<file path="config.mk">
export PLATFORM = sky130hd
export DESIGN_NAME = riskv_wb_arbiter
export DESIGN_NICKNAME = d
export VERILOG_FILES = /design/src/rtl/riskv_wb_pkg.sv /design/src/rtl/riskv_wb_watchdog.sv /design/src/rtl/riskv_wb_arbiter.sv
export SDC_FILE = /design/constraint.sdc
export NUM_CORES = 1
export LEC_CHECK = 0
export ABC_CLOCK_PERIOD_IN_PS = 3000
export CORE_AREA = 2 2 113 115
export DETAILED_ROUTE_END_ITERATION = 6
export DIE_AREA = 0 0 115 117
export SYNTH_ARGS = -nofsm -noshare
export SYNTH_HDL_FRONTEND = slang
export SYNTH_HIERARCHICAL = 1
export SYNTH_SLANG_ARGS = --single-unit
</file>
<file path="constraint.sdc">
create_clock -name clk -period 3 [get_ports clk]
set_clock_uncertainty 0.1 [all_clocks]
set_input_delay 0.3 -clock clk [delete_from_list [all_inputs] [get_ports clk]]
set_output_delay 0.3 -clock clk [all_outputs]
set_load 0.05 [all_outputs]
</file>
<file path="src/rtl/riskv_wb_pkg.sv">
`default_nettype none
// ============================================================================
//  Module      : riskv_wb_pkg
//  Description : Shared types and constants for the Riskv Wishbone arbiter:
//                bus widths, grant encodings and the arbiter state encoding.
//  Revision    : 1.0 - initial release
// ============================================================================
package riskv_wb_pkg;

    localparam int WB_ADR_W = 30;
    localparam int WB_DAT_W = 32;

    // Values presented on the grant output
    localparam logic [1:0] GNT_NONE = 2'b00;
    localparam logic [1:0] GNT_I    = 2'b01;
    localparam logic [1:0] GNT_D    = 2'b10;

    typedef enum logic [1:0] {
        ST_IDLE  = 2'd0,
        ST_GNT_I = 2'd1,
        ST_GNT_D = 2'd2
    } arb_state_t;

endpackage
`default_nettype wire

</file>
<file path="src/rtl/riskv_wb_watchdog.sv">
`default_nettype none
// ============================================================================
//  Module      : riskv_wb_watchdog
//  Description : Cycle counter that flags a granted transfer which has waited
//                TIMEOUT_CYCLES cycles. TIMEOUT_CYCLES=0 removes the counter.
//  Ports       : clk    - system clock
//                reset  - asynchronous active-low reset
//                clear  - hold count at zero (no transfer in progress)
//                enable - a transfer is granted this cycle
//                expire - this granted cycle is the last one allowed
//  Revision    : 1.0 - initial release
// ============================================================================
module riskv_wb_watchdog #(
    parameter int TIMEOUT_CYCLES = 1024
) (
    input  logic clk,
    input  logic reset,
    input  logic clear,
    input  logic enable,
    output logic expire
);

    generate
        if (TIMEOUT_CYCLES == 0) begin : g_off
            logic unused_ok;
            assign unused_ok = ^{clk, reset, clear, enable};
            assign expire    = 1'b0;
        end else begin : g_on
            localparam int CNT_W = (TIMEOUT_CYCLES > 1) ? $clog2(TIMEOUT_CYCLES) : 1;
            localparam logic [CNT_W-1:0] LAST = CNT_W'(TIMEOUT_CYCLES - 1);

            logic [CNT_W-1:0] count;

            // Count value equals the number of granted cycles already elapsed,
            // so the first granted cycle sees 0 and the last sees LAST.
            always_ff @(posedge clk or negedge reset) begin
                if (!reset) begin
                    count <= '0;
                end else if (clear) begin
                    count <= '0;
                end else if (enable && (count != LAST)) begin
                    count <= count + CNT_W'(1);
                end
            end

            assign expire = enable && (count == LAST);
        end
    endgenerate

endmodule
`default_nettype wire

</file>
<file path="src/rtl/riskv_wb_arbiter.sv">
`default_nettype none
// ============================================================================
//  Module      : riskv_wb_arbiter
//  Description : Two-to-one Wishbone arbiter sharing one master port between
//                the fetch (i_*) and data (d_*) masters. Grants are held for a
//                whole bus cycle, ties are round-robin, and a watchdog forces
//                an error on transfers that never terminate.
//  Ports       : clk, reset(active-low async)
//                i_*        fetch master side
//                d_*        data master side
//                m_*        shared Wishbone master port
//                grant      current owner (00 none, 01 fetch, 10 data)
//                err_count  saturating count of bus errors plus timeouts
//  Revision    : 1.0 - initial release
// ============================================================================
module riskv_wb_arbiter
    import riskv_wb_pkg::*;
#(
    parameter int TIMEOUT_CYCLES = 1024,
    parameter int ERRCNT_W       = 8
) (
    input  logic                clk,
    input  logic                reset,
    // fetch master
    input  logic [WB_ADR_W-1:0] i_adr,
    input  logic [3:0]          i_sel,
    input  logic                i_cyc,
    input  logic                i_stb,
    output logic [WB_DAT_W-1:0] i_dat_miso,
    output logic                i_ack,
    output logic                i_err,
    // data master
    input  logic [WB_ADR_W-1:0] d_adr,
    input  logic [WB_DAT_W-1:0] d_dat_mosi,
    input  logic [3:0]          d_sel,
    input  logic                d_cyc,
    input  logic                d_stb,
    input  logic                d_we,
    output logic [WB_DAT_W-1:0] d_dat_miso,
    output logic                d_ack,
    output logic                d_err,
    // shared master port
    output logic [WB_ADR_W-1:0] m_adr,
    output logic [WB_DAT_W-1:0] m_dat_mosi,
    output logic [3:0]          m_sel,
    output logic                m_cyc,
    output logic                m_stb,
    output logic                m_we,
    input  logic [WB_DAT_W-1:0] m_dat_miso,
    input  logic                m_ack,
    input  logic                m_err,
    // status
    output logic [1:0]          grant,
    output logic [ERRCNT_W-1:0] err_count
);

    arb_state_t state;
    logic       last_d;      // 1: data master owned the most recent grant

    logic i_req, d_req;
    logic gnt_i, gnt_d, granted;
    logic owner_cyc;
    logic expire, timeout, done, err_evt;

    assign i_req   = i_cyc & i_stb;
    assign d_req   = d_cyc & d_stb;
    assign gnt_i   = (state == ST_GNT_I);
    assign gnt_d   = (state == ST_GNT_D);
    assign granted = gnt_i | gnt_d;

    assign owner_cyc = gnt_i ? i_cyc : d_cyc;

    // A real termination in the expiry cycle takes precedence over the
    // watchdog, so the forced error only fires when the slave is silent.
    assign timeout = expire & ~m_ack & ~m_err;
    assign done    = granted & (m_ack | m_err | ~owner_cyc | timeout);
    assign err_evt = granted & (m_err | timeout);

    riskv_wb_watchdog #(
        .TIMEOUT_CYCLES (TIMEOUT_CYCLES)
    ) u_watchdog (
        .clk    (clk),
        .reset  (reset),
        .clear  (~granted),
        .enable (granted),
        .expire (expire)
    );

    // Read data needs no steering: only the owner sees ack, so the other
    // master ignores whatever appears on its data lines.
    assign i_dat_miso = m_dat_miso;
    assign d_dat_miso = m_dat_miso;

    // Bus-side muxing is combinational so an abort or timeout drops m_cyc
    // in the same cycle.
    always_comb begin
        m_adr      = '0;
        m_sel      = '0;
        m_cyc      = 1'b0;
        m_stb      = 1'b0;
        m_we       = 1'b0;
        m_dat_mosi = '0;
        i_ack      = 1'b0;
        i_err      = 1'b0;
        d_ack      = 1'b0;
        d_err      = 1'b0;
        case (state)
            ST_GNT_I: begin
                m_adr = i_adr;
                m_sel = i_sel;
                m_cyc = i_req & ~timeout;
                m_stb = i_req & ~timeout;
                i_ack = m_ack;
                i_err = m_err | timeout;
            end
            ST_GNT_D: begin
                m_adr      = d_adr;
                m_sel      = d_sel;
                m_we       = d_we;
                m_dat_mosi = d_dat_mosi;
                m_cyc      = d_req & ~timeout;
                m_stb      = d_req & ~timeout;
                d_ack      = m_ack;
                d_err      = m_err | timeout;
            end
            default: ;
        endcase
    end

    always_ff @(posedge clk or negedge reset) begin
        if (!reset) begin
            state     <= ST_IDLE;
            grant     <= GNT_NONE;
            last_d    <= 1'b1;
            err_count <= '0;
        end else begin
            if (err_evt && (err_count != {ERRCNT_W{1'b1}})) begin
                err_count <= err_count + ERRCNT_W'(1);
            end
            case (state)
                ST_IDLE: begin
                    // Fetch wins a tie only when data held the last grant.
                    if (i_req && (!d_req || last_d)) begin
                        state <= ST_GNT_I;
                        grant <= GNT_I;
                    end else if (d_req) begin
                        state <= ST_GNT_D;
                        grant <= GNT_D;
                    end
                end
                ST_GNT_I: begin
                    if (done) begin
                        state  <= ST_IDLE;
                        grant  <= GNT_NONE;
                        last_d <= 1'b0;
                    end
                end
                ST_GNT_D: begin
                    if (done) begin
                        state  <= ST_IDLE;
                        grant  <= GNT_NONE;
                        last_d <= 1'b1;
                    end
                end
                default: begin
                    state <= ST_IDLE;
                    grant <= GNT_NONE;
                end
            endcase
        end
    end

endmodule
`default_nettype wire

</file>
==> results of run 1 <==
## flip-flops by register name (all words and copies together) (netlist names)
name and flops:
err_count 8, last_d 1, state 2, u_watchdog/g_on.count 10
## stage by stage
step,cells,hold slack (ns)
final,598,0.2949
after global routing,596,0.3215
after CTS,595,0.3072
after detailed placement,591,0.4064
after global placement,591,0.3959
after floorplan,325,-0.09559
## logic make-up after synthesis
| logic type | Yosys count | synth area share, % |
|---|---|---|
| DFF | 21 | 21.15 |
| buffers and inverters | 94 | 24.56 |
| and+or+nand+nor | 128 | 27.83 |
| muxes | 6 | 3.013 |
| adders and majority gates | 5 | 2.511 |
| AOI/OAI and AO/OA | 67 | 19.54 |
| xor gates and xnor gates | 4 | 1.407 |
## routing by layer
layer | wire length (µm) | share of wire [%] | GRT usage (%)
met3 | 1004 | 8.7 | 3.090
met5 | 0 | 0 | 0
met2 | 5198 | 45 | 25.33
met4 | 190 | 1.6 | 4.257
met1 | 5176 | 45 | 21.36
## layout make-up
type                       instances  share of cell area, %
timing repair buffer             199                  51.21
tap                              150                  4.125
clock buffer                       3                  1.650
multi-input combinational        210                  30.20
clock inverter                     1                 0.1100
sequential                        21                  11.63
antenna                            3                 0.1650
inverter                          11                 0.9076
## power breakdown
part | leakage [µW] | internal (µW) | switching, µW
sequential | 0.000275 | 358 | 84.8
clock | 0.0000409 | 180 | 114
combinational | 0.00144 | 1370 | 2170
total | 0.00175 | 1910 | 2370
## worst max-delay path, delay by kind of cell (launching register included)
| kind | cells | cell delay, ns |
|---|---|---|
| buf+inv | 2 | 0.91 |
| fa+ha+maj | 1 | 0.60 |
| simple gates | 1 | 0.23 |
| flops | 1 | 0.42 |
## how the worst max path moves through the flow
stage | start | endpoint | slack, ns
4_1_cts | state[0] | m_dat_mosi[14] | 0.16
2_1_floorplan | state[0] | i_err | 0.002
5_1_grt | state[0] | m_dat_mosi[21] | 0.03
3_3_place_gp | state[0] | m_dat_mosi[14] | 0.50
6_report | state[0] | m_dat_mosi[14] | 0.17
3_5_place_dp | state[0] | m_dat_mosi[16] | 0.45
## placed cells by master, fill, tap and decap left out, types with 7 or more instances in the layout
master and count:
sky130_fd_sc_hd__clkdlybuf4s50_1 134, sky130_fd_sc_hd__nor2_1 44, sky130_fd_sc_hd__a22oi_1 36, sky130_fd_sc_hd__dfrtp_1 18, sky130_fd_sc_hd__inv_1 10, sky130_fd_sc_hd__a21oi_1 9
sky130_fd_sc_hd__nand4_1 7, sky130_fd_sc_hd__and2_1 36, sky130_fd_sc_hd__buf_4 25, sky130_fd_sc_hd__buf_12 40, sky130_fd_sc_hd__nor2b_1 7, sky130_fd_sc_hd__nand3_1 10
==> results.rst, run 1 <==
.. list-table::
   :header-rows: 1

   * - Metric
     - Value
   * - Status
     - completed
   * - Part of the cycle the worst path needs
     - 94.36%
   * - Class of the tightest hold or removal check
     - in -> async
   * - Number of rows in the core area
     - 41
   * - Share of Yosys cell area claimed by the top area cell type
     - 20.09%
   * - Post-Synthesis Mean Instance Area
     - around 7.7 µm²
   * - CP endpoint kind
     - output pin
   * - Total GRT Usage
     - 15.66%
   * - Total routed wirelength
     - 11570 µm
   * - Number of standard cells after synthesis
     - 325
   * - Critical Path, Cell by Cell
     - inv_1 > ha_2 > and2_1 > clkdlybuf4s50_1
   * - Worst Path Arrival
     - 2.43 ns
   * - Setup slack of the most critical reg-to-reg path
     - 0.71 ns
   * - DRC violations left
     - 0
   * - Total power consumption of the routed design
     - 4277 µW
   * - Pre-antenna DRT Iters
     - 4
   * - Total count of hold-check failures in the final report
     - 0
   * - Post-Place Cell Area
     - 4462 µm²
   * - Count of cells along the worst register-to-register path
     - 7
   * - H-tree Lvls
     - 1
   * - Power per unit of standard cell area
     - ~940 nW/µm²
   * - Maximum Capacitance Violations
     - 0
   * - Largest net degree at the start of global routing
     - 39
   * - Nets
     - 592
   * - Transition time at the pin with the least slew margin
     - 0.6151 ns
   * - Fill cells
     - 1256
   * - Number of nets with antenna violations after routing
     - 0
   * - Number of flops mapped to enable cells by yosys
     - 0
   * - Antenna violations before repair
     - 1
   * - DR WL/cell
     - 19.35 µm
   * - Endpoint of the most critical register-to-register path
     - err_count[3]
   * - Total congestion overflow
     - 0
   * - Clock buffers created by TritonCTS
     - 3
   * - Count of routing violations after the opening detailed-route iteration
     - 134
   * - Final RePlAce weighted congestion
     - 0.8550
   * - Port buffer count
     - 191
   * - DIE AREA
     - around 13000 µm²
   * - Beginning of the worst register-to-register path
     - u_watchdog/g_on.count[0]
   * - Estimated wirelength of the detail-placed design
     - 9276 µm
   * - Setup tns final
     - 0 ns
   * - Netlist area before placement
     - 2491 µm²
   * - Crit path launch type
     - register
   * - Detail-routed via count per cell
     - 4.793
   * - Post CTS Setup Buffer Count
     - 0
   * - Post-synthesis cell type count
     - 49
   * - Maximum single-stage delay on the critical path
     - 0.80 ns
   * - Final Worst Setup Slack
     - 0.1693 ns
   * - Gates resized, CTS repair
     - 0
   * - TritonCTS clock tree
     - built
   * - Wire length of the first global-routing pass
     - 16020 µm
   * - Clock-pin slew reported for the worst setup and hold paths after clock tree synthesis
     - about 0.06 ns
   * - Post-synthesis cell type with the largest combined area
     - sky130_fd_sc_hd__dfrtp_1
   * - Number of clock sinks
     - 21
   * - Fraction of final layout cells with drive strength greater than 1
     - 19.55%
   * - Largest fanout on the critical path
     - 32
   * - Horiz. Die Dim
     - between 100 and 150 µm
   * - Leakage power figure
     - approximately 0.0018 µW
   * - Max-slew violation count
     - 0
   * - Vias
     - 2866
   * - Final number of setup-violating endpoints
     - 0
   * - Source-to-sink clock delay at the later pin of the worst-skew pair
     - 0.26 ns
   * - Synth Register Bits
     - 21
   * - Via count of the first global-routing pass
     - 2650
   * - Area occupied by registers
     - 529.3 µm²
   * - Core outline area
     - 12310 µm²
   * - Top-level I/O count
     - 288
   * - Final cell area excluding filler cells
     - 4549 µm²
   * - Area of the multi-input gates
     - 1374 µm²
   * - Start-to-end type of the worst setup path
     - reg -> out
   * - Data required time at the worst endpoint
     - 2.60 ns
   * - Leading post-synthesis cells by instance count
     - 65 x sky130_fd_sc_hd__buf_4, 44 x sky130_fd_sc_hd__nor2_1, 36 x sky130_fd_sc_hd__a22oi_1, 36 x sky130_fd_sc_hd__and2_1, 20 x sky130_fd_sc_hd__dfrtp_1
   * - Starting utilization of the core area
     - 20.23%
   * - Unrepaired setup endpoints after global routing
     - no
   * - Peak supply drop
     - between 600 and 700 µV
   * - Portion of the post-synthesis area used by sequential elements
     - 21.15%
   * - Warnings, synthesis
     - 6
   * - Net Count, Synth
     - 471
   * - Final cell utilization of the core
     - 36.95%
   * - Root Buffer Master
     - sky130_fd_sc_hd__clkbuf_16
   * - Hold buffers post-CTS
     - 0
   * - Post-synthesis to final-layout area growth
     - 82.62%
   * - Die extent in y
     - 117 µm
   * - Count leader, synth
     - sky130_fd_sc_hd__buf_4
   * - Biggest area contributors in the synthesized netlist
     - sky130_fd_sc_hd__dfrtp_1 20%, sky130_fd_sc_hd__buf_4 20%, sky130_fd_sc_hd__a22oi_1 11%, sky130_fd_sc_hd__and2_1 9.0%, sky130_fd_sc_hd__nor2_1 6.6%
   * - CP max stage cell
     - sky130_fd_sc_hd__clkdlybuf4s50_1
   * - Dominant synthesized flop cell
     - sky130_fd_sc_hd__dfrtp_1
   * - Peak clock frequency supported by timing
     - approximately 0.35 GHz
   * - Min Clock Period, post-route
     - 2.831 ns
   * - Share of flip-flops with an asynchronous set or reset
     - 100.0%
   * - Headroom to the max-slew limit
     - 58.99%
   * - Maximum clock insertion buffer count
     - 2
   * - Setup Slack @ Placement
     - 0.4473 ns
Power figures use the tool's default switching activity.
==> run 2: changes to the inputs <==
CORE_AREA = 2 2 112 114   (was 2 2 113 115)
DIE_AREA = 0 0 114 116   (was 0 0 115 117)
SYNTH_HIERARCHICAL = unset   (was 1)
==> run 2 against run 1 <==
Net effect:
- worst hold slack improved by 0.097 ns
- first-iteration DRC count shrank 6.0%
- non-clock buffer count fell by 1
- clock power about the same
- sequential share of layout area is 0.44 points higher
- die area fell by 1.7%
- utilization fell by 0.33 points
- setup slack improved by 0.043 ns
- global-route usage decreased by 3.0 points
- area after synthesis fell by 5.1%
- critical path depth rose by 3
- fmax grew 1.5%
==> results.rst, run 2 <==
.. list-table::
   :header-rows: 1

   * - Metric
     - Value
   * - Wire length of the first global-routing pass
     - 13170 µm (was 16020 µm)
   * - Hold-critical path endpoint
     - err_count[5]
   * - Final Worst Setup Slack
     - 0.2121 ns (was 0.1693 ns)
   * - Antenna violations before repair
     - 0 (was 1)
   * - Hold Startpoint
     - err_count[5]
   * - Root Buffer Master
     - sky130_fd_sc_hd__clkbuf_16 (unchanged)
   * - Total congestion overflow
     - 0 (unchanged)
   * - Hold buffers post-CTS
     - 0 (unchanged)
   * - Min Clock Period, post-route
     - 2.788 ns (was 2.831 ns)
   * - Commonest cells after routing, fill and taps aside
     - 122 x sky130_fd_sc_hd__clkdlybuf4s50_1, 41 x sky130_fd_sc_hd__nor2_1, 38 x sky130_fd_sc_hd__buf_12 (was 134 x sky130_fd_sc_hd__clkdlybuf4s50_1, 44 x sky130_fd_sc_hd__nor2_1, 40 x sky130_fd_sc_hd__buf_12)
   * - Unrepaired setup endpoints after global routing
     - no (unchanged)
   * - Peak supply drop
     - 478.1 µV (was 653.6 µV)
   * - Count of placed standard cells in the final layout, fillers left out
     - 572 (was 598)
   * - Post-synthesis cell type count
     - 43 (was 49)
   * - DRC violations left
     - 0 (unchanged)
   * - Total routed wirelength
     - 9227 µm (was 11570 µm)
   * - Post CTS Setup Buffer Count
     - 0 (unchanged)
   * - Setup Slack @ Placement
     - 0.4159 ns (was 0.4473 ns)
   * - Number of instances in the placed design
     - 568 (was 591)
   * - Part of the cycle the worst path needs
     - 92.93% (was 94.36%)
   * - CP max stage cell
     - sky130_fd_sc_hd__ha_1 (was sky130_fd_sc_hd__clkdlybuf4s50_1)
   * - Synth Register Bits
     - 21 (unchanged)
   * - Number of rows in the core area
     - 40 (was 41)
   * - Buf/Inv on CP
     - 3 (was 2)
   * - Start-to-end type of the worst setup path
     - reg -> out (unchanged)
   * - Max reg flops
     - 10 (unchanged)
   * - Leakage power figure
     - 0.001769 µW (was 0.001752 µW)
   * - Post-Place Cell Area
     - 4274 µm² (was 4462 µm²)
   * - Port buffer count
     - 191 (unchanged)
   * - Worst Path Arrival
     - 2.39 ns (was 2.43 ns)
   * - Status
     - completed (unchanged)
   * - Fraction of final layout cells with drive strength greater than 1
     - 20.71% (was 19.55%)
   * - Largest fanout on the critical path
     - 10 (was 32)
   * - Starting utilization of the core area
     - 19.85% (was 20.23%)
   * - Total count of hold-check failures in the final report
     - 0 (unchanged)
   * - Cell-internal power
     - 1797 µW (was 1911 µW)
   * - Class of the tightest hold or removal check
     - reg -> reg (was in -> async)
   * - TritonCTS clock tree
     - built (unchanged)
   * - Post-synthesis to final-layout area growth
     - 84.44% (was 82.62%)
   * - Levels on crit path
     - 7 (was 4)
   * - Max-slew violation count
     - 0 (unchanged)
   * - Number of clock sinks
     - 21 (unchanged)
   * - Maximum clock insertion buffer count
     - 2 (unchanged)
   * - CP endpoint kind
     - output pin (unchanged)
   * - Via count of the first global-routing pass
     - 2478 (was 2650)
   * - Cells on Worst Hold Path
     - 1
   * - Top-level I/O count
     - 288 (unchanged)
   * - Family with the most delay on the worst path
     - adder cells (was buffers and inverters)
   * - DIE AREA
     - 13220 µm² (was 13460 µm²)
   * - Part of the power in combinational logic
     - 81.2% (was 82.8%)
   * - Total GRT Usage
     - 12.63% (was 15.66%)
   * - Count of routing violations after the opening detailed-route iteration
     - 126 (was 134)
   * - Final RePlAce weighted congestion
     - 0.8787 (was 0.8550)
   * - Dominant synthesized flop cell
     - sky130_fd_sc_hd__dfrtp_1 (unchanged)
   * - Maximum single-stage delay on the critical path
     - 0.47 ns (was 0.80 ns)
   * - Diode insertion count for antenna repair
     - 0 (was 3)
   * - Biggest area contributors in the synthesized netlist
     - sky130_fd_sc_hd__dfrtp_1 21%, sky130_fd_sc_hd__buf_4 21%, sky130_fd_sc_hd__a22oi_1 11%, sky130_fd_sc_hd__and2_1 9.3%, sky130_fd_sc_hd__nor2_1 6.5% (was sky130_fd_sc_hd__dfrtp_1 20%, sky130_fd_sc_hd__buf_4 20%, sky130_fd_sc_hd__a22oi_1 11%, sky130_fd_sc_hd__and2_1 9.0%, sky130_fd_sc_hd__nor2_1 6.6%)
   * - Transition time at the pin with the least slew margin
     - 0.9121 ns (was 0.6151 ns)
   * - Netlist area before placement
     - 2365 µm² (was 2491 µm²)
   * - Clock network fraction of total power
     - 7.3% (was 6.9%)
   * - Estimated wirelength of the detail-placed design
     - 7612 µm (was 9276 µm)
   * - Number of flops mapped to enable cells by yosys
     - 0 (unchanged)
   * - Crit path launch type
     - register (unchanged)
   * - Die extent in y
     - 116 µm (was 117 µm)
   * - Gates resized, CTS repair
     - 0 (unchanged)
   * - Final cell utilization of the core
     - 36.62% (was 36.95%)
   * - Most common cell after layout, fill and taps aside
     - sky130_fd_sc_hd__clkdlybuf4s50_1 (unchanged)
   * - Detail-routed via count per cell
     - 4.495 (was 4.793)
   * - DR WL/cell
     - 16.13 µm (was 19.35 µm)
   * - Net Count, Synth
     - 451 (was 471)
   * - Portion of the post-synthesis area used by sequential elements
     - 22.28% (was 21.15%)
   * - Largest net degree at the start of global routing
     - 38 (was 39)
   * - Register containing the most flip-flops in the final layout
     - u_watchdog.g_on.count (was u_watchdog/g_on.count)
   * - Power per unit of standard cell area
     - 911.8 nW/µm² (was 940.1 nW/µm²)
   * - Post-Synthesis Mean Instance Area
     - 7.753 µm² (was 7.665 µm²)
   * - Leading post-synthesis cells by instance count
     - 65 x sky130_fd_sc_hd__buf_4, 41 x sky130_fd_sc_hd__nor2_1, 35 x sky130_fd_sc_hd__and2_1 (was 65 x sky130_fd_sc_hd__buf_4, 44 x sky130_fd_sc_hd__nor2_1, 36 x sky130_fd_sc_hd__a22oi_1, 36 x sky130_fd_sc_hd__and2_1, 20 x sky130_fd_sc_hd__dfrtp_1)
   * - Critical Path, Cell by Cell
     - inv_1 > ha_1 > nand4_1 > buf_4 > o41a_4 > nor2b_1 > buf_12 (was inv_1 > ha_2 > and2_1 > clkdlybuf4s50_1)
   * - Final cell area excluding filler cells
     - 4362 µm² (was 4549 µm²)
   * - Setup slack of the most critical reg-to-reg path
     - 0.45 ns (was 0.71 ns)
   * - Count of cells along the worst register-to-register path
     - 6 (was 7)
   * - Endpoint of the most critical register-to-register path
     - err_count[1] (was err_count[3])
   * - Share of Yosys cell area claimed by the top area cell type
     - 21.16% (was 20.09%)
   * - H-tree Lvls
     - 1 (unchanged)
   * - Sequential group share of total power
     - 11.5% (was 10.4%)
   * - Post-synthesis cell type with the largest combined area
     - sky130_fd_sc_hd__dfrtp_1 (unchanged)
   * - Share of flip-flops with an asynchronous set or reset
     - 100.0% (unchanged)
   * - Horiz. Die Dim
     - 114 µm (was 115 µm)
   * - Maximum Capacitance Violations
     - 0 (unchanged)
   * - Vias
     - 2571 (was 2866)
   * - Worst setup path start
     - state[0] (unchanged)
   * - Number of nets with antenna violations after routing
     - 0 (unchanged)
   * - Peak clock frequency supported by timing
     - 0.3587 GHz (was 0.3533 GHz)
   * - Warnings, synthesis
     - 0 (was 6)
   * - Final number of setup-violating endpoints
     - 0 (unchanged)
   * - Top flop regs
     - u_watchdog.g_on.count x10, err_count x8, state x2 (was u_watchdog/g_on.count x10, err_count x8, state x2)
   * - Data required time at the worst endpoint
     - 2.60 ns (about the same)
   * - Number of standard cells after synthesis
     - 305 (was 325)
   * - Beginning of the worst register-to-register path
     - state[0] (was u_watchdog/g_on.count[0])
   * - Core outline area
     - 11910 µm² (was 12310 µm²)
   * - Switching share of total power
     - 54.82% (was 55.32%)
   * - Source-to-sink clock delay at the later pin of the worst-skew pair
     - 0.25 ns (was 0.26 ns)
   * - Nets
     - 572 (was 592)
   * - Clock-pin slew reported for the worst setup and hold paths after clock tree synthesis
     - 0.06 ns (about the same)
   * - Setup tns final
     - 0 ns (unchanged)
   * - Switching pwr
     - 2180 µW (was 2366 µW)
   * - Headroom to the max-slew limit
     - 39.00% (was 58.99%)
   * - Pre-antenna DRT Iters
     - 4 (unchanged)
   * - Clock buffers created by TritonCTS
     - 3 (unchanged)
   * - Count leader, synth
     - sky130_fd_sc_hd__buf_4 (unchanged)
## run 2: cell types whose count changed after synthesis, moves of 3 or more
cell,delta
sky130_fd_sc_hd__nand4_1,-4
sky130_fd_sc_hd__clkbuf_1,+6
sky130_fd_sc_hd__inv_1,-6
sky130_fd_sc_hd__xor2_1,+8
sky130_fd_sc_hd__mux2i_1,+3
sky130_fd_sc_hd__nand3_1,-7
sky130_fd_sc_hd__nor2_1,-3
sky130_fd_sc_hd__a21oi_1,-4
sky130_fd_sc_hd__buf_2,-5
sky130_fd_sc_hd__nor2b_1,-5
sky130_fd_sc_hd__a211oi_1,-3
sky130_fd_sc_hd__nand2_1,+11
## run 2: worst max-delay path by stage
| stage | endpoint | slack, ns |
|---|---|---|
| global placement | m_cyc | 0.49 |
| floorplan | d_err | 0.01 |
| detailed placement | m_stb | 0.42 |
| global route | d_err | 0.06 |
| CTS | m_stb | 0.14 |
| finish | i_err | 0.21 |
## run 2: logic make-up after synthesis
logic type,count (synthesis),synth area share (%)
mux,5,2.222
xor+xnor,10,3.704
compound gates,55,17.51
fa+ha+maj,5,2.646
flops,21,22.28
buf+inv,87,24.18
simple gates,122,27.46
## run 2: per-stage QoR
step,hold slack [ns],total power (µW)
floorplan,-0.09559,2589
global placement,0.3883,3717
detailed placement,0.3813,3736
CTS,0.3963,4035
global route,0.4183,4204
finish,0.3921,3977
## run 2: layout make-up
cell class / count / area, µm²
clock buffers: 3 / 75.07
clock inverters: 1 / 7.507
fillers: 1193 / 7550
inverters: 5 / 18.77
multi-input cells: 197 / 1272
flip-flops and latches: 21 / 526.8
well taps: 147 / 183.9
repair buffers: 198 / 2277
## run 2: layer usage
layer  track usage (%)  up-vias  share of wire [%]
li1                  -     1231                  -
met1             14.08     1150                 36
met2             22.62      170                 50
met3             4.603       20                 12
met4             3.740        0                2.5
met5                 0        -                  0
## run 2: power by group through the flow
stage	clock (µW)	combinational, µW	sequential, µW
finish	290	3230	458
CTS	297	3280	459
global route	316	3410	477
global placement	0	3250	463
floorplan	0	1920	667
detailed placement	0	3270	461
==> run 3: changes to the inputs <==
CTS_CLUSTER_DIAMETER = 40   (was unset)
SKIP_CTS_REPAIR_TIMING = 1   (was unset)
==> results of run 3 <==
Final layout, timing and power as in run 2 (identical DEF).
